$ cat config.mk
export PLATFORM = sky130hd
export DESIGN_NAME = weighted_round_robin_arbiter
export DESIGN_NICKNAME = d
export VERILOG_FILES = /design/src/rtl/weighted_round_robin_arbiter.sv
export SDC_FILE = /design/constraint.sdc
export NUM_CORES = 1
export LEC_CHECK = 0
export BUFFER_PORTS_ARGS = -buffer_cell sky130_fd_sc_hd__buf_4
export CAP_MARGIN = 10
export CORE_MARGIN = 2
export CORE_UTILIZATION = 50
export DETAILED_ROUTE_END_ITERATION = 10
export GPL_ROUTABILITY_DRIVEN = 0
export GPL_TIMING_DRIVEN = 1
export PLACE_DENSITY = 0.81
export SETUP_SLACK_MARGIN = 0.4
export SLEW_MARGIN = 30
export SYNTH_ARGS = -nofsm -noshare
export SYNTH_HDL_FRONTEND = slang
export SYNTH_SLANG_ARGS = --single-unit
$ cat constraint.sdc
create_clock -name clock -period 3 [get_ports clock]
set_clock_uncertainty 0.2 [all_clocks]
set_input_delay 0.15 -clock clock [delete_from_list [all_inputs] [get_ports clock]]
set_output_delay 0.15 -clock clock [all_outputs]
set_load 0.05 [all_outputs]
$ cat src/rtl/weighted_round_robin_arbiter.sv
// Burst-aware round-robin arbiter: the owner keeps the grant while requesting,
// up to its latched weight, then ownership rotates starting after the last owner.
module weighted_round_robin_arbiter #(
    parameter int SIZE         = 4,
    parameter int WEIGHT_WIDTH = 4,
    localparam int IDX_W       = $clog2(SIZE)
) (
    input  logic                         clock,
    input  logic                         reset,
    input  logic [SIZE-1:0]              requests,
    input  logic [SIZE*WEIGHT_WIDTH-1:0] weights,
    output logic [SIZE-1:0]              grant,
    output logic                         grant_valid,
    output logic [IDX_W-1:0]             grant_index
);

    localparam int CW = WEIGHT_WIDTH + 1;

    logic                    active_q, active_d;
    logic [IDX_W-1:0]        owner_q, owner_d;
    logic [IDX_W-1:0]        last_owner_q, last_owner_d;
    logic [WEIGHT_WIDTH-1:0] burst_count_q, burst_count_d;
    logic [WEIGHT_WIDTH-1:0] burst_limit_q, burst_limit_d;

    logic [WEIGHT_WIDTH-1:0] eff_weight [SIZE];
    logic                    hold;
    logic                    found;
    logic [IDX_W-1:0]        winner;
    logic [IDX_W-1:0]        cand;

    // Offsets run 1..SIZE so the last owner itself is the final candidate.
    function automatic logic [IDX_W-1:0] wrap_index(input logic [IDX_W-1:0] base,
                                                    input int offset);
        int sum;
        sum = int'(base) + offset;
        if (sum >= SIZE) sum = sum - SIZE;
        return IDX_W'(sum);
    endfunction

    always_comb begin
        for (int i = 0; i < SIZE; i++) begin
            eff_weight[i] = weights[i*WEIGHT_WIDTH +: WEIGHT_WIDTH];
            if (eff_weight[i] == '0) eff_weight[i] = WEIGHT_WIDTH'(1);
        end
    end

    assign hold = active_q && requests[owner_q] &&
                  ((CW'(burst_count_q) + CW'(1)) < CW'(burst_limit_q));

    always_comb begin
        found  = 1'b0;
        winner = '0;
        cand   = '0;
        for (int i = 1; i <= SIZE; i++) begin
            cand = wrap_index(last_owner_q, i);
            if (!found && requests[cand]) begin
                found  = 1'b1;
                winner = cand;
            end
        end
    end

    always_comb begin
        active_d      = active_q;
        owner_d       = owner_q;
        last_owner_d  = last_owner_q;
        burst_count_d = burst_count_q;
        burst_limit_d = burst_limit_q;
        if (hold) begin
            burst_count_d = burst_count_q + WEIGHT_WIDTH'(1);
        end else if (found) begin
            active_d      = 1'b1;
            owner_d       = winner;
            last_owner_d  = winner;
            burst_count_d = '0;
            burst_limit_d = eff_weight[winner];
        end else begin
            active_d = 1'b0;
        end
    end

    always_ff @(posedge clock or posedge reset) begin
        if (reset) begin
            active_q      <= 1'b0;
            owner_q       <= '0;
            last_owner_q  <= IDX_W'(SIZE - 1);
            burst_count_q <= '0;
            burst_limit_q <= '0;
        end else begin
            active_q      <= active_d;
            owner_q       <= owner_d;
            last_owner_q  <= last_owner_d;
            burst_count_q <= burst_count_d;
            burst_limit_q <= burst_limit_d;
        end
    end

    always_comb begin
        grant = '0;
        if (active_q) grant[owner_q] = 1'b1;
    end

    assign grant_valid = active_q;
    assign grant_index = active_q ? owner_q : '0;

endmodule

==> summary.md <==
| Metric | Value |
|---|---|
| Die ar. | `2320 um^2` |
| Peak supply drop | `0.507 mV` |
| CP Depth | `8` |
| Crit path DAT | `2.48 ns` |
| Share of cells above drive strength 1 | `35.9%` |
| Sink Count | `13` |
| Max-Cap Viols | `0` |
| Post-synth ARST share | `100%` |
| Synth Net Count | `120` |
| Post-synthesis xor/xnor area fraction | `1.79%` |
| I/O pin count | `29` |
| Worst-skew pair later-pin latency | `0.28 ns` |
| RSZ-0062 raised after global routing | `false` |
| Cells after synthesis | `94` |
| Worst Reg-to-Reg Cells | `8` |
| Compound-Gate Fraction of Synth Area | `12.8%` |
| Num rows | `15` |
| Setup TNS | `0 ns` |
| DR pass1 iterations | `4` |
| DR vias/cell | `5.41` |
| Pwr dens | `1010 nW/um^2` |
| Slowest cell delay on critical path | `0.42 ns` |
| CTS buffer count | `3` |
| Slew HR | `50.1%` |
| Vias in the first global route | `802` |
| Slew Viols, Final | `0` |
| Synth Flop Type | `dfrtp_1` |
| Final hold violation count | `0` |
| CTS tree | `done` |
| Mux share of post-synthesis cell area | `24.9%` |
| Yosys warns | `0` |
| Post-Route WL | `2130 um` |
| Lkg Pwr | `0.628 nW` |
| Post-DP Area | `1210 um^2` |
| Largest family of logic cells by synthesized area | `multiplexers` |
| Die height | `48.2 um` |
| Antenna Nets Post-Route | `0` |
| F_max | `0.399 GHz` |
| CTS clk-pin slew, worst paths | `0.08 ns` |
| Initial antenna violation count | `0` |
| H-tree depth | `1` |
| Req. time, crit path | `2.98 ns` |
| Clock root buffer | `clkbuf_4` |
| EDFF count, synth | `0` |
| Final net count | `155` |
| Die X | `48.2 um` |
| Post-Synth Simple-Gate Area | `17.2%` |
| CP top delay family | `compound AO/OA/AOI/OAI gates` |
| Crit path time final | `2.51 ns` |
| Worst hold stages | `4` |
| First-pass GRT wire length | `3390 um` |
| Distinct cell type count after synthesis | `33` |
| DR DRC count | `0` |
| Synth area leader | `dfrtp_1` |
| Crit-path slowest cell | `dfrtp_1` |
| Number of setup violations in the final report | `0` |
| Worst setup SP type | `flip-flop` |
| Largest net degree at the start of global routing | `14` |
| Syn avg cell area | `10.4 um^2` |
| Sequential fraction of the synthesis area | `33.6%` |
| Worst Hold Class | `in2reg` |
| Routed WL per cell | `13.9 um` |
| Area Growth Syn to Fin | `30.1%` |
| Iteration-0 DRC Markers | `13` |
| Ant. Diodes | `0` |
| Critical path buffers and inverters | `1` |
| Final period util | `83.6%` |
| Ranking of synthesized cells by area | `dfrtp_1, mux2i_1, dfstp_2` |
| Worst path cell trace | `ha_1 > ha_1 > a21boi_1 > o21a_1 > o21a_1 > o21ai_4 > buf_12 > mux2_4` |
| Status | `finished, final reports clean` |
| GRT overflow | `0` |
| Fillers | `149` |
| GRT Overall Usage | `22.2%` |
| Synthesized flop and latch total | `13` |
| Post-Syn Area | `976 um^2` |
| Deepest clock path buffer count | `2` |
| Yosys top cell area share | `28.2%` |
| Reg-to-reg setup timing slack | `0.49 ns` |
| Initial Util | `54.7%` |
| IO Port Bufs | `28` |
| Core Footprint | `1780 um^2` |
| Hpwl dp | `1730 um` |
| Setup CP Type | `reg2reg` |
| Synth Area in Adders | `5.13%` |
| Count leader, synth | `mux2i_1` |
| CP Capture Type | `flip-flop` |
| Crit path max fanout | `8` |
| Vias | `827` |
| Final Cell Area | `1270 um^2` |
| Synth top cells by count | `mux2i_1, dfrtp_1, nor2_1` |
| Worst-Margin Slew | `0.742 ns` |
flip-flops by register name, summed over array words and instances, names as in the netlist:
signal         cells
owner_q            2
grant_valid        1
burst_count_q      4
burst_limit_q      4
last_owner_q       2
worst reg2reg max path: cells and delay by family, from the launching register on:
| kind | cells | cell delay [ns] |
|---|---|---|
| adder cells (fa/ha/maj) | 2 | 0.60 |
| flip-flops | 1 | 0.42 |
| AO/OA/AOI/OAI | 4 | 0.74 |
| buffers and inverters | 1 | 0.15 |
| multiplexers | 1 | 0.30 |
where the power goes:
group	internal [mW]	switching, mW
clock	0.0517	0.0562
sequential	0.260	0.0664
combinational	0.406	0.443
total	0.718	0.566
layer usage:
layer	track usage, %	share of wire (%)
met4	10.3	1.6
met3	7.04	4.2
met2	40.3	52
met5	0	0
met1	23.0	42
area by class of cell:
class                      count  area (um^2)  share of cell area [%]
multi-input combinational     71          603                    47.5
sequential                    13          328                    25.8
timing repair buffer          31          248                    19.5
inverter                       9         33.8                    2.66
tap                           25         31.3                    2.46
clock buffer                   4         26.3                    2.07
final timing paths:
| check | startpoint | end |
|---|---|---|
| setup / recovery | burst_count_q[0] | owner_q[1] |
| max in group asynchronous | reset | last_owner_q[0] |
| min in group asynchronous | reset | grant_valid |
| hold reg to reg | last_owner_q[0] | last_owner_q[0] |
| hold / removal | requests[2] | burst_count_q[0] |
| setup reg to reg | burst_count_q[0] | owner_q[1] |
cells by family after synthesis:
group,Yosys count
fa+ha+maj,4
flops,13
mux,21
xor+xnor,2
compound gates,15
simple gates,29
buf+inv,10
cell usage in the layout, fill, tap and decap left out:
master	synthesis	final
nand2_1	2	2
a21o_1	1	1
buf_4	0	29
nor3_1	5	5
mux2i_1	13	13
or2b_1	1	1
a211oi_1	1	1
clkbuf_1	0	1
nand3_1	2	2
dfrtp_1	11	11
a221oi_1	1	1
nand2b_1	2	2
o21ai_1	1	1
dfstp_2	2	2
o21ai_4	1	1
and2_1	1	1
nor3b_1	3	3
inv_1	9	9
a211oi_2	1	1
mux4_2	1	1
xnor2_1	1	1
xor2_1	1	1
a22o_1	2	2
a21boi_1	1	1
o31ai_1	2	2
mux2_2	4	4
buf_12	0	1
nor2_1	10	10
dlygate4sd3_1	0	1
o21a_1	3	3
ha_1	4	4
nand4b_4	1	1
mux2_4	3	3
a21oi_1	1	1
nor4_1	1	1
nor4b_1	1	1
clkbuf_4	0	3
metrics by stage:
step                      cells  hold WS (ns)  total power [mW]  util, %  setup WS (ns)
after global routing        153        0.0780              1.38     71.2          0.411
after detailed placement    147      -0.00331              1.13     68.1          0.484
final                       153        0.0582              1.28     71.2          0.492
after global placement      147       -0.0130              1.11     68.1          0.540
after CTS                   152        0.0492              1.24     70.1          0.477
after floorplan              94        -0.174             0.950        -          0.593
what timing repair did:
item                                    4_1_cts  5_1_grt
setup buffers                                 0        1
endpoints found under the setup margin        0        2
hold buffers                                  1        0
gates resized for setup                       0        0
hold endpoints to repair                     11        0
Power figures use the tool's default switching activity.
